## config.mk

```make
export PLATFORM = sky130hd
export DESIGN_NAME = mem_stage
export DESIGN_NICKNAME = d
export VERILOG_FILES = /design/src/rtl/mem_stage.sv
export SDC_FILE = /design/constraint.sdc
export NUM_CORES = 1
export LEC_CHECK = 0
export BUFFER_PORTS_ARGS = -buffer_cell sky130_fd_sc_hd__buf_4
export CORE_ASPECT_RATIO = 1.4
export CORE_MARGIN = 1
export CORE_UTILIZATION = 42
export CTS_CLUSTER_DIAMETER = 50
export DETAILED_ROUTE_END_ITERATION = 10
export GPL_TIMING_DRIVEN = 1
export PLACE_DENSITY = 0.71
export SETUP_SLACK_MARGIN = 0.15
export SLEW_MARGIN = 10
export SYNTH_ARGS = -nofsm -noshare
export SYNTH_HDL_FRONTEND = slang
export SYNTH_SLANG_ARGS = --single-unit
```

## constraint.sdc

```tcl
create_clock -name clk -period 2.6 [get_ports clk]
set_input_delay 0.52 -clock clk [delete_from_list [all_inputs] [get_ports clk]]
set_output_delay 0.52 -clock clk [all_outputs]
set_load 0.01 [all_outputs]
```

## src/rtl/mem_stage.sv

```systemverilog
// MIPS pipeline memory stage: registers the EXE->MEM bus, captures the SRAM read word and extracts loads.
// Optional MEM_LOAD_FWD_EN: forward extracted load data on MEM_result; otherwise expose ms_load_op.
module mem_stage #(
    parameter int ES_BUS_WD = 165,
    parameter int WS_BUS_WD = 120
) (
    input  logic                 clk,
    input  logic                 reset,
    input  logic                 ws_allowin,
    output logic                 ms_allowin,
    input  logic                 es_to_ms_valid,
    input  logic [ES_BUS_WD-1:0] es_to_ms_bus,
    output logic                 ms_to_ws_valid,
    output logic [WS_BUS_WD-1:0] ms_to_ws_bus,
    input  logic [31:0]          data_sram_rdata,
    input  logic                 flush,
    output logic [4:0]           MEM_dest,
    output logic [31:0]          MEM_result,
    output logic                 ms_ex,
    output logic                 ms_inst_eret,
`ifdef MEM_LOAD_FWD_EN
    output logic                 ms_inst_mfc0
`else
    output logic                 ms_inst_mfc0,
    output logic                 ms_load_op
`endif
);
    logic                 ms_valid_q, ms_valid_d;
    logic [ES_BUS_WD-1:0] bus_q, bus_d;
    logic                 rdata_held_q, rdata_held_d;
    logic [31:0]          rdata_q, rdata_d;

    logic        ms_ready_go;
    logic        bus_load;
    logic [31:0] data;
    logic [31:0] extracted;
    logic [31:0] final_result;
    logic [7:0]  byte_val;
    logic [15:0] half_val;

    wire [31:0] addr         = bus_q[164:133];
    wire [4:0]  mfc0_rd      = bus_q[132:128];
    wire        ex           = bus_q[127];
    wire [4:0]  exc_code     = bus_q[126:122];
    wire        bd           = bus_q[121];
    wire        eret         = bus_q[120];
    wire [2:0]  sel          = bus_q[119:117];
    wire        mtc0         = bus_q[116];
    wire        mfc0         = bus_q[115];
    wire [31:0] rt_value     = bus_q[114:83];
    wire [11:0] mem_inst     = bus_q[82:71];
    wire        res_from_mem = bus_q[70];
    wire        gr_we        = bus_q[69];
    wire [4:0]  dest         = bus_q[68:64];
    wire [31:0] alu_result   = bus_q[63:32];
    wire [31:0] pc           = bus_q[31:0];
    wire [1:0]  offset       = alu_result[1:0];
    wire        gr_we_eff    = gr_we & ~ex;

    logic unused_bits;
    assign unused_bits = ^{addr, mem_inst[11:8], mem_inst[1]};

    assign ms_ready_go    = 1'b1;
    assign ms_allowin     = ~ms_valid_q | (ws_allowin & ms_ready_go);
    assign ms_to_ws_valid = ms_valid_q & ms_ready_go;
    assign bus_load       = es_to_ms_valid & ms_allowin;

    // Once held, the latched word wins over the SRAM, whose output may have moved on.
    assign data = rdata_held_q ? rdata_q : data_sram_rdata;

    always_comb begin
        ms_valid_d   = ms_valid_q;
        bus_d        = bus_q;
        rdata_held_d = rdata_held_q;
        rdata_d      = rdata_q;
        if (flush) begin
            ms_valid_d   = 1'b0;
            bus_d        = '0;
            rdata_held_d = 1'b0;
        end else begin
            if (ms_allowin) ms_valid_d = es_to_ms_valid;
            if (bus_load) begin
                bus_d        = es_to_ms_bus;
                rdata_held_d = 1'b0;
            end else if (ms_valid_q && !rdata_held_q && !ws_allowin) begin
                // Only reachable in the first cycle after a load: the word is valid just once.
                rdata_held_d = 1'b1;
                rdata_d      = data_sram_rdata;
            end
        end
    end

    always_ff @(posedge clk) begin
        if (reset) begin
            ms_valid_q   <= 1'b0;
            bus_q        <= '0;
            rdata_held_q <= 1'b0;
            rdata_q      <= '0;
        end else begin
            ms_valid_q   <= ms_valid_d;
            bus_q        <= bus_d;
            rdata_held_q <= rdata_held_d;
            rdata_q      <= rdata_d;
        end
    end

    always_comb begin
        case (offset)
            2'd0:    byte_val = data[7:0];
            2'd1:    byte_val = data[15:8];
            2'd2:    byte_val = data[23:16];
            default: byte_val = data[31:24];
        endcase
        half_val = offset[1] ? data[31:16] : data[15:0];

        extracted = data;
        if (mem_inst[2])      extracted = {{24{byte_val[7]}}, byte_val};
        else if (mem_inst[3]) extracted = {24'd0, byte_val};
        else if (mem_inst[4]) extracted = {{16{half_val[15]}}, half_val};
        else if (mem_inst[5]) extracted = {16'd0, half_val};
        else if (mem_inst[6]) begin
            case (offset)
                2'd0:    extracted = {data[7:0],  rt_value[23:0]};
                2'd1:    extracted = {data[15:0], rt_value[15:0]};
                2'd2:    extracted = {data[23:0], rt_value[7:0]};
                default: extracted = data;
            endcase
        end else if (mem_inst[7]) begin
            case (offset)
                2'd0:    extracted = data;
                2'd1:    extracted = {rt_value[31:24], data[31:8]};
                2'd2:    extracted = {rt_value[31:16], data[31:16]};
                default: extracted = {rt_value[31:8],  data[31:24]};
            endcase
        end
    end

    assign final_result = res_from_mem ? extracted : alu_result;

    assign ms_to_ws_bus = {alu_result, mfc0_rd, ex, exc_code, bd, eret, sel,
                           mtc0, mfc0, gr_we_eff, dest, final_result, pc};

    assign MEM_dest     = (ms_valid_q && gr_we_eff) ? dest : 5'd0;
    assign ms_ex        = ms_valid_q & ex;
    assign ms_inst_eret = ms_valid_q & eret;
    assign ms_inst_mfc0 = ms_valid_q & mfc0;
`ifdef MEM_LOAD_FWD_EN
    assign MEM_result   = final_result;
`else
    assign MEM_result   = alu_result;
    assign ms_load_op   = res_from_mem & ms_valid_q;
`endif
endmodule

```

==> results of run 1 <==
## power by group
| group | total [mW] | internal (mW) | switching [mW] |
|---|---|---|---|
| registers | 2.60 | 2.54 | 0.0626 |
| logic | 1.29 | 0.647 | 0.642 |
| clock network | 2.63 | 1.54 | 1.09 |
| total | 6.52 | 4.72 | 1.79 |
## stage by stage
stage	power, mW	instance area, um2	std cells	setup TNS (ps)	hold slack, ps
floorplan	3.22	9270	1194	0	432
global placement	3.80	11800	1723	-2350	440
detailed placement	3.81	11800	1723	-2370	444
CTS	6.52	13000	1770	-12580	303
global route	6.72	13200	1775	-15080	309
finish	6.52	13200	1775	-13040	316
## registers in the layout (all words and copies together) (netlist names)
name,count
bus_q,127
rdata_held_q,1
rdata_q,32
ms_to_ws_valid,1
## critical path, stage by stage (launching register included)
cell and delay (ps):
dfxtp_4 380, buf_12 140, buf_6 110, mux4_2 520
mux2_4 310, nor2b_1 140, o31a_1 250, o22a_1 190
buf_6 130
## path summary, 6_finish.rpt
kind         cells after the start             start               end  slack, ps
max reg2reg                      5    ms_to_ws_valid        bus_q[100]        660
min reg2reg                      2         bus_q[69]         bus_q[69]        450
max                              8         bus_q[33]  ms_to_ws_bus[60]       -530
min                              3  es_to_ms_bus[61]         bus_q[61]        320
## repair_timing
item,CTS,global route
gates resized for setup,118,22
buffers inserted,17,4
endpoints found under the setup margin,32,32
cloned,0,1
pin swaps,13,9
## placed cells by master, fill, tap and decap left out, types with 4 or more instances in the layout
| master | instances |
|---|---|
| o22ai_1 | 8 |
| o21ai_0 | 15 |
| mux4_2 | 25 |
| buf_4 | 429 |
| nor2b_1 | 15 |
| and2_1 | 6 |
| o22a_1 | 16 |
| dfxtp_1 | 159 |
| nand2_1 | 337 |
| buf_6 | 26 |
| o31ai_2 | 5 |
| o21ai_2 | 14 |
| mux2_4 | 5 |
| clkbuf_16 | 18 |
| o21ai_1 | 4 |
| and3_1 | 5 |
| a221o_1 | 7 |
| a2111oi_4 | 4 |
| mux2i_1 | 24 |
| buf_12 | 12 |
| a211oi_2 | 7 |
| o221ai_1 | 8 |
| o211ai_1 | 8 |
| o31a_1 | 8 |
| a21oi_1 | 161 |
| a31oi_1 | 7 |
| a211oi_1 | 30 |
| nor3_2 | 6 |
| nor2_1 | 36 |
| nand2b_1 | 11 |
| mux2i_2 | 7 |
## cell usage after synthesis, drive strengths merged (5+ instances only)
cell type / instances / share of area [%]
and2: 8 / 0.54
and3: 5 / 0.34
o22a: 16 / 1.5
clkbuf: 61 / 2.5
o211ai: 8 / 0.65
o21ai: 34 / 1.9
a21oi: 161 / 8.7
nand2b: 11 / 0.74
buf: 152 / 12
o22ai: 8 / 0.54
mux4: 25 / 6.3
nor2b: 15 / 1.0
dfxtp: 161 / 35
a31oi: 8 / 0.54
nand2: 339 / 14
o31ai: 8 / 0.65
mux2i: 32 / 3.5
mux2: 7 / 0.85
o31a: 8 / 0.76
nor3: 11 / 0.65
a211oi: 40 / 3.2
a2111oi: 8 / 0.76
a221o: 7 / 0.76
nor2: 36 / 1.5
o221ai: 8 / 0.76
## cells by family after synthesis
kind of cell	synth area share (%)
mux	10.6
simple gates	19.1
compound gates	21.1
flops	34.8
buf+inv	14.4
## layout make-up
| class | instances | area share [%] |
|---|---|---|
| clock buffers | 20 | 3.40 |
| clock inverters | 11 | 1.18 |
| inverters | 4 | 0.114 |
| multi-input cells | 816 | 38.8 |
| flip-flops and latches | 161 | 24.6 |
| well taps | 292 | 2.78 |
| repair buffers | 471 | 29.2 |
## layer usage
metal  routed length (um)  GRT usage (%)  part of all wire, %
met5                    0              0                    0
met1                13200           34.2                   38
met4                 1530           14.8                  4.4
met3                 2160           5.40                  6.3
met2                17500           52.7                   51
==> results, run 1 <==
- The run finished, with violations left.
- The final reports fail on negative setup slack.
- Subtracting the final worst setup slack from the clock period gives approximately 3100 ps.
- Counting every instance in the synthesized netlist gives 1194.
- Based on the critical path, the design can be clocked at up to 320 MHz.
- The number of nets in the synthesized netlist is 1396.
- Power spread over the standard cell area amounts to about 500 nW/um2.
- The post-route clock period utilization is 120%.
- In the final layout, the share of cells above drive strength 1 is roughly 40%.
- The maximum clock path buffer count is 2.
- The number of placement rows is 63.
- The first detailed-routing pass ran for 5 iterations.
- On the final layout, the worst clock skew is roughly 12 ps.
- The number of global-route vias before repair is 9092.
- The tree is rooted in a clkbuf_16.
- The repair_antennas step left the layout with diodes totalling 0.
- In the final layout, flip-flops and latches occupy 3230 um2.
- The count of nets left with antenna violations once routing finished came out at 0.
- The number of enable-type register cells in the synthesized netlist is 0.
- The sequential fraction of the synthesis area is 34.8%.
- The worst setup path category is reg2out.
- The number of nets in the finished design is roughly 1700.
- The mapped netlist covers between 9000 and 10000 um2.
- The wire-length estimate of the detail-placed layout is between 20000 and 30000 um.
- The largest net degree at the start of global routing is 76.
- Synthesis inferred 161 register bits.
- The first global-routing pass estimated 51100 um of wire.
- After floorplanning, the core was sized to cover 21400 um2.
- The most used flip-flop cell after synthesis is dfxtp_1.
- After detailed routing, the average wire length per cell comes to 19.4 um.
- For this configuration, the core starts out at a cell density of roughly 43%.
- For this run, the number of Yosys warnings is 0.
- The count of H-tree levels built during CTS is 4.
- The total count of hold-check failures in the final report is 0.
- The maximum fanout count along the critical path is 7.
- After the first detailed-routing iteration, the DRC count stood at 567.
- From synthesis to final layout, the design area changed by 41.9%.
- STA classifies the critical path endpoint as an output pin.
- The post-layout worst setup margin is -529 ps.
- The data required time at the worst endpoint is 2080 ps.
- Yosys mapped the design onto 45 distinct sky130hd cell types.
- The top-level port count is 365.
- Hold repair after CTS inserted 0 buffers.
- The number of violations of the max-capacitance limit is 0.
- The number of sinks driven by the clock tree is around 160.
- Measured on the finished design, the core utilization comes to 61.4%.
- For the pin with the worst max-slew slack, the measured transition is 596 ps.
- TritonCTS built the clock tree.
- The final max-slew violation count was 0.
- The die covers 22700 um2.
- In the final layout, the multi-input gates occupy 5110 um2.
- For this block, the routed nets add up to 34400 um of wire.
- IR analysis of the VDD net gives a maximum drop of 468 uV.
- Setup repair after global routing could not meet its margin everywhere.
- The die is approximately 130 um wide.
- The layout has approximately 2000 filler cells.
- The number of DRC violations after detailed routing is 0.
- The via count is 9582.
- The number of antenna violations at the first check in global routing is 0.
- The clock-pin slew on the worst setup and hold paths is ~70 ps.
- The worst-case headroom to the max-slew limit is 60.0%.
- The static leakage power is 5.45 nW.
- The synthesized area per cell is 7.76 um2.
- The path class of the tightest hold or removal check is in2reg.
- The number of clock buffers added by TritonCTS is 17.
- After detailed routing, the number of vias per cell comes to 5.40.
- The critical path startpoint category is a flop.
- The remaining global-route overflow is 0.
- The count of buffers from port buffering is ~330.
- The total global-route track usage is about 30%.
- The pre-CTS setup slack is -196 ps.
- The proportion of register bits with asynchronous set or reset after synthesis is 0%.
- For the worst-skew pair, the clock arrives at the later sink with an insertion delay of 450 ps.
- The endpoint arrival time on the critical path is 2610 ps.
- At the end of routability-driven placement, the weighted congestion stood at around 0.96.
- Setup violations remaining at the end of the flow were counted as 32.
- The die height is 178 um.
(Power assumes the default switching activity.)
==> run 2: changes to the inputs <==
- clock period: 2.6 -> 3.1 ns (I/O delays scaled with it)
==> results, run 2 (synthesis gave the netlist of run 1 again) <==
- The worst setup path is of the reg2out kind.
- Once detailed placement completed, the half-perimeter wirelength came to 23900 um.
- The number of iterations in the first detailed-routing pass is 5.
- Setup violations remaining at the end of the flow were counted as 29.
- The first global-routing pass estimated 48100 um of wire.
- The final worst clock skew is about 8.1 ps.
- The worst path uses 106% of the clock period.
- Setup repair after global routing could not meet its margin everywhere.
- The antenna diode count is 0.
- The actual slew at the worst max-slew pin is about 1000 ps.
- The final period demand of the worst path is ~3300 ps.
- The area of the die is 22700 um2.
- Relative to the synthesized area, the layout overhead comes to 35.0%.
- In this run the clock root is driven by a clkbuf_16.
- In this run, post-CTS hold repair placed 0 buffers.
- The residual antenna-violating net count after detailed routing is 0.
- The critical path capture point type is an output pin.
- The worst setup path is launched from a flop.
- The run finished, with violations left.
- The library cells used most frequently in the layout, excluding fill and tap cells, are 347 x buf_4, 338 x nand2_1, 161 x a21oi_1.
- Across every metal layer, demand over resource in global routing totals between 20 and 30%.
- The number of flip-flops under the largest register name is 127.
- The largest registers in the layout are bus_q (127), rdata_q (32).
- The tightest min-delay check is of the in2reg type.
- The number of clock buffers added by TritonCTS is 17.
- The via density per instance is roughly 5.5.
- The number of DRC violations after detailed routing is 0.
- The largest net degree at the start of global routing is 47.
- The final max-slew violation count is 0.
- Once the floorplan was initialized, standard cells occupied 43.2% of the core.
- The standard cell core area is 21400 um2.
- Measured on the finished design, the core utilization comes to around three fifths.
- The post-layout worst setup margin is -177 ps.
- The floorplan step set the die height to roughly 180 um.
- The clock net in this run drives a total of around 160 sinks.
- The largest vdd supply drop is 389 uV.
- The register with the most flip-flops is bus_q.
- Power spread over the standard cell area amounts to 423 nW/um2.
- The detailed router placed approximately 9300 vias in this run.
- The worst hold slack is 422 ps.
- The number of antenna violations at the first check in global routing is 0.
- The total count of hold-check failures in the final report is 0.
- The die span in x is 128 um.
- The wire length reported by the detailed router is 32800 um.
- The checks that failed: negative setup slack.
- The floorplan has 63 rows.
- The H-tree generated during clock tree synthesis spans 4 levels.
- The maximum clock path buffer count is 2.
- The number of global-route vias before repair was 8557.
- TritonCTS built the clock tree.
- The remaining global-route overflow is 0.
- The clock-pin slew on the worst setup and hold paths is 70 ps.
- The peak clock frequency supported by timing is 305 MHz.
- The analysis attributes to cell leakage a power of 5.04 nW.
- The endpoint arrival time on the critical path is about 2700 ps.
- Across the run, the number of max-cap violations was 0.
- Setup slack on the worst reg-to-reg path comes out at between 800 and 900 ps.
- The detail-routed net length per standard cell is 19.3 um.
- The placer congestion estimate is 0.968.
- For the worst setup path, the data required time is 2480 ps.
- The count of filler cells inserted in the layout is 1975.
- The number of design-rule violations left by the first detailed-router iteration is 764.
- The count of buffers from port buffering is 326.
- For this run, the post-layout net count is 1594.
- The clock network latency to the later pin of the worst-skew pair is 440 ps.
- The leading cell type in the layout, fill and taps excluded is buf_4.
- Along the worst path, the maximum fanout reaches 6.
- The fraction of layout instances using a drive strength above 1 is 36.3%.
- The worst-case headroom to the max-slew limit is 30.1%.
- During I/O placement, the number of pins put on the boundary was 365.
run 2: cell types whose count changed in the layout (fill, tap and decap cells not counted), sizes merged:
cell,before,now
bufinv,3,1
buf,470,392
inv,5,8
clkbuf,21,20
run 2: per-stage QoR:
stage | total power, mW | instances | instance area [um2] | setup TNS (ps) | worst slack (ps)
global route | 5.47 | 1697 | 12500 | -4150 | -227
global placement | 3.10 | 1642 | 11200 | 0 | 107
floorplan | 2.70 | 1194 | 9270 | 0 | 504
finish | 5.29 | 1697 | 12500 | -2140 | -177
CTS | 5.25 | 1689 | 12100 | -1990 | -163
detailed placement | 3.11 | 1642 | 11200 | 0 | 92.3
run 2: layer usage:
layer	vias up	wire, um	track usage [%]	part of all wire (%)
met5	-	0	0	0
met4	0	1740	17.2	5.3
met3	102	2450	4.97	7.5
met2	493	16300	47.1	50
met1	4339	12300	33.3	38
li1	4402	-	-	-
run 2: timing repair:
item                       in CTS  in global routing
gates resized for setup        51                 89
setup endpoints to repair      32                 32
buffers inserted               13                  7
pin swaps                       3                 12
gates cloned                    2                  1
run 2: path summary, 6_finish.rpt:
kind,from,endpoint,cells past startpoint
worst max-delay path,bus_q[33],ms_to_ws_bus[56],8
worst min-delay path,es_to_ms_bus[67],bus_q[67],3
worst max register to register,ms_to_ws_valid,rdata_q[4],4
worst min register to register,bus_q[129],bus_q[129],2
run 2: worst max-delay path: stages (launching register included):
cell	delay [ps]
dfxtp_4	400
buf_12	120
buf_16	120
mux4_2	560
mux2_4	320
nor2b_1	130
o31a_1	270
o22a_1	180
buf_6	120
run 2: area by class of cell:
type	count	area [um2]	share of cell area [%]
Inverter	4	15.0	0.120
Multi-Input combinational cell	816	5080	40.6
Sequential cell	161	3230	25.8
Clock inverter	12	124	0.990
Tap cell	292	365	2.92
Timing Repair Buffer	392	3240	25.9
Clock buffer	20	457	3.65
run 2: power by group:
| part | switching [mW] | internal [mW] | leakage [nW] |
|---|---|---|---|
| sequential | 0.0628 | 2.13 | 1.31 |
| combinational | 0.506 | 0.492 | 3.46 |
| clock | 0.939 | 1.17 | 0.277 |
| total | 1.51 | 3.79 | 5.04 |
==> run 3: changes to the inputs <==
- CORE_ASPECT_RATIO: 1.4 -> unset
- CORE_UTILIZATION: 42 -> 48
- PLACE_DENSITY: 0.71 -> 0.79
- TNS_END_PERCENT: unset -> 20
==> results, run 3 (synthesis gave the netlist of run 1 again) <==
- Setup repair after global routing could not meet its margin everywhere.
- The worst-case headroom to the max-slew limit is 26.4%.
- The clock tree synthesis step divided the H-tree into 4 levels.
- Summed over all nets, the half-perimeter wirelength after detailed placement is about 23000 um.
- The total count of hold-check failures in the final report was 0.
- The startpoint of the tightest hold check path is es_to_ms_bus[48].
- The number of nets in the finished design is 1600.
- The floorplan step defined a die boundary enclosing 19900 um2.
- In this run the critical register-to-register path is launched from ms_to_ws_valid.
- The area added between synthesis and finish is 34.4%.
- The critical path startpoint category is a flop.
- The number of buffers inserted by hold repair at cts is 0.
- The checks that failed: design-rule violations, negative setup slack.
- The final max-slew violation count is 0.
- In the global route stage, overall resource usage came out at 31.8%.
- The initial utilization of the core area, before any placement, comes to 49.2%.
- The capture endpoint of the worst hold path is bus_q[48].
- The number of sinks driven by the clock tree is between 150 and 200.
- Once placement completed, the tool counted placed cells totaling 1618.
- The final-report setup violation count is 14.
- The post-route clock period utilization is 105%.
- The number of antenna violations at the first check in global routing came to 1.
- Entering global routing, the biggest net connects just under 60 pins.
- The maximum clock path buffer count is 2.
- The via density per instance is ~5.6.
- The end of the worst register-to-register path is rdata_q[6].
- In this run the remaining antenna-violating nets after routing total 0.
- The first global-routing pass estimated 48000 um of wire.
- The clock buffer count from CTS is 17.
- For the finished layout, the period the worst path requires is about 3200 ps.
- The register with the most flip-flops in the layout has 127 of them.
- The root cell of the clock tree is clkbuf_16.
- The top-level port count is 365.
- The final worst clock skew is 12.5 ps.
- At the end of routability-driven placement, the weighted congestion stood at 0.964.
- The non-filler instance count after layout is 1671.
- The power per cell area is between 400 and 500 nW/um2.
- The number of violations of the max-capacitance limit is 0.
- The actual slew at the worst max-slew pin is 1100 ps.
- In this run the worst path has a maximum fanout of 18.
- The worst hold path was traced through 3 stages.
- The CTS tree is built.
- The detailed router placed 9360 vias in this run.
- The later pin in the worst-skew pair is clocked with a latency of ~430 ps.
- The wire length reported by the detailed router is 32100 um.
- In the final layout, the registers with the most flip-flops are bus_q (127), rdata_q (32).
- The antenna diode count is 0.
- At the worst endpoint, the arrival time is 2620 ps.
- The standard cell core area is approximately 19000 um2.
- Counting cells, the worst reg-to-reg path comes to 4.
- The worst-case IR drop observed on VDD is 409 uV.
- The worst register-to-register path has a setup slack of 860 ps.
- The clock-pin slew on the worst setup and hold paths is around 70 ps.
- The number of iterations in the first detailed-routing pass is 8.
- Counting flops per register, the top entry is bus_q.
- The number of placement rows is 50.
- The run finished, with violations left.
- The leading cell type in the layout, fill and taps excluded is buf_4.
- The number of DRC violations after detailed routing is 1.
- Measured along the x axis, the die boundary spans 141 um.
- At the placement stage, the worst setup path has a slack of 55.7 ps.
- The count of buffers from port buffering is 326.
- The data required time at the worst endpoint is 2480 ps.
- The critical path capture point type is an output pin.
- In the final layout, the share of cells above drive strength 1 is 36.9%.
- Dividing the detail-routed wire length by the instance count gives 19.2 um.
- The first routing iteration left 784 violations.
- The number of global-route vias before repair is 8545.
- The worst setup path category is reg2out.
- Once routing completed, OpenROAD measured the worst setup slack at -143 ps.
- Leaving out fill and tap cells, the most frequent cells in the layout are 364 x buf_4, 337 x nand2_1, 161 x a21oi_1.
- The die height is 141 um.
- In this run the static leakage power is 5.09 nW.
- The class of the tightest hold or removal check is in2reg.
- Timing would allow up to approximately 300 MHz.
- For this run, the share of the core covered by cells in the final layout is 66.1%.
- The remaining global-route overflow is 0.
[run 3: worst max-delay path: stages (launching register included)]
cell	delay, ps
dfxtp_1	780
nand2_1	460
a211oi_1	620
o31ai_2	150
buf_4	190
[run 3: what timing repair did]
action,CTS,global route
cloned,1,0
buffers inserted,19,1
pin swaps,5,7
setup endpoints to repair,32,32
resized for setup,68,49
[run 3: report_power, final]
part / switching (mW) / internal, mW
registers: 0.0608 / 2.13
logic: 0.501 / 0.482
clock network: 0.957 / 1.32
[run 3: worst max path at each step]
stage / startpoint / to / slack, ps / cells past startpoint
finish: bus_q[77] / ms_to_ws_bus[47] / -140 / 4
global route: bus_q[33] / ms_to_ws_bus[62] / -180 / 7
CTS: bus_q[33] / ms_to_ws_bus[62] / -110 / 7
detailed placement: rdata_held_q / ms_to_ws_bus[53] / 60 / 8
global placement: rdata_held_q / ms_to_ws_bus[53] / 40 / 8
floorplan: data_sram_rdata[30] / ms_to_ws_bus[62] / 500 / 5
[run 3: stage by stage]
stage	cell area [um2]	setup TNS, ps	hold slack, ps	power (mW)
floorplan	9270	0	432	2.70
global placement	11200	0	440	3.11
detailed placement	11200	0	447	3.13
CTS	12300	-796	417	5.45
global route	12500	-2040	420	5.65
finish	12500	-904	430	5.45
[run 3: routing by layer]
layer  track usage, %  vias up  part of all wire (%)
li1                 -     4419                     -
met1             43.0     4370                    41
met2             50.6      504                    48
met3             5.33       67                   8.2
met4             12.9        0                   3.0
met5                0        -                     0
[run 3: layout make-up]
cell class | count | area [um2]
Inverter | 4 | 15.0
Multi-Input combinational cell | 816 | 5020
Clock buffer | 18 | 439
Timing Repair Buffer | 398 | 3230
Fill cell | 1626 | 6380
Tap cell | 260 | 325
Clock inverter | 14 | 194
Sequential cell | 161 | 3230
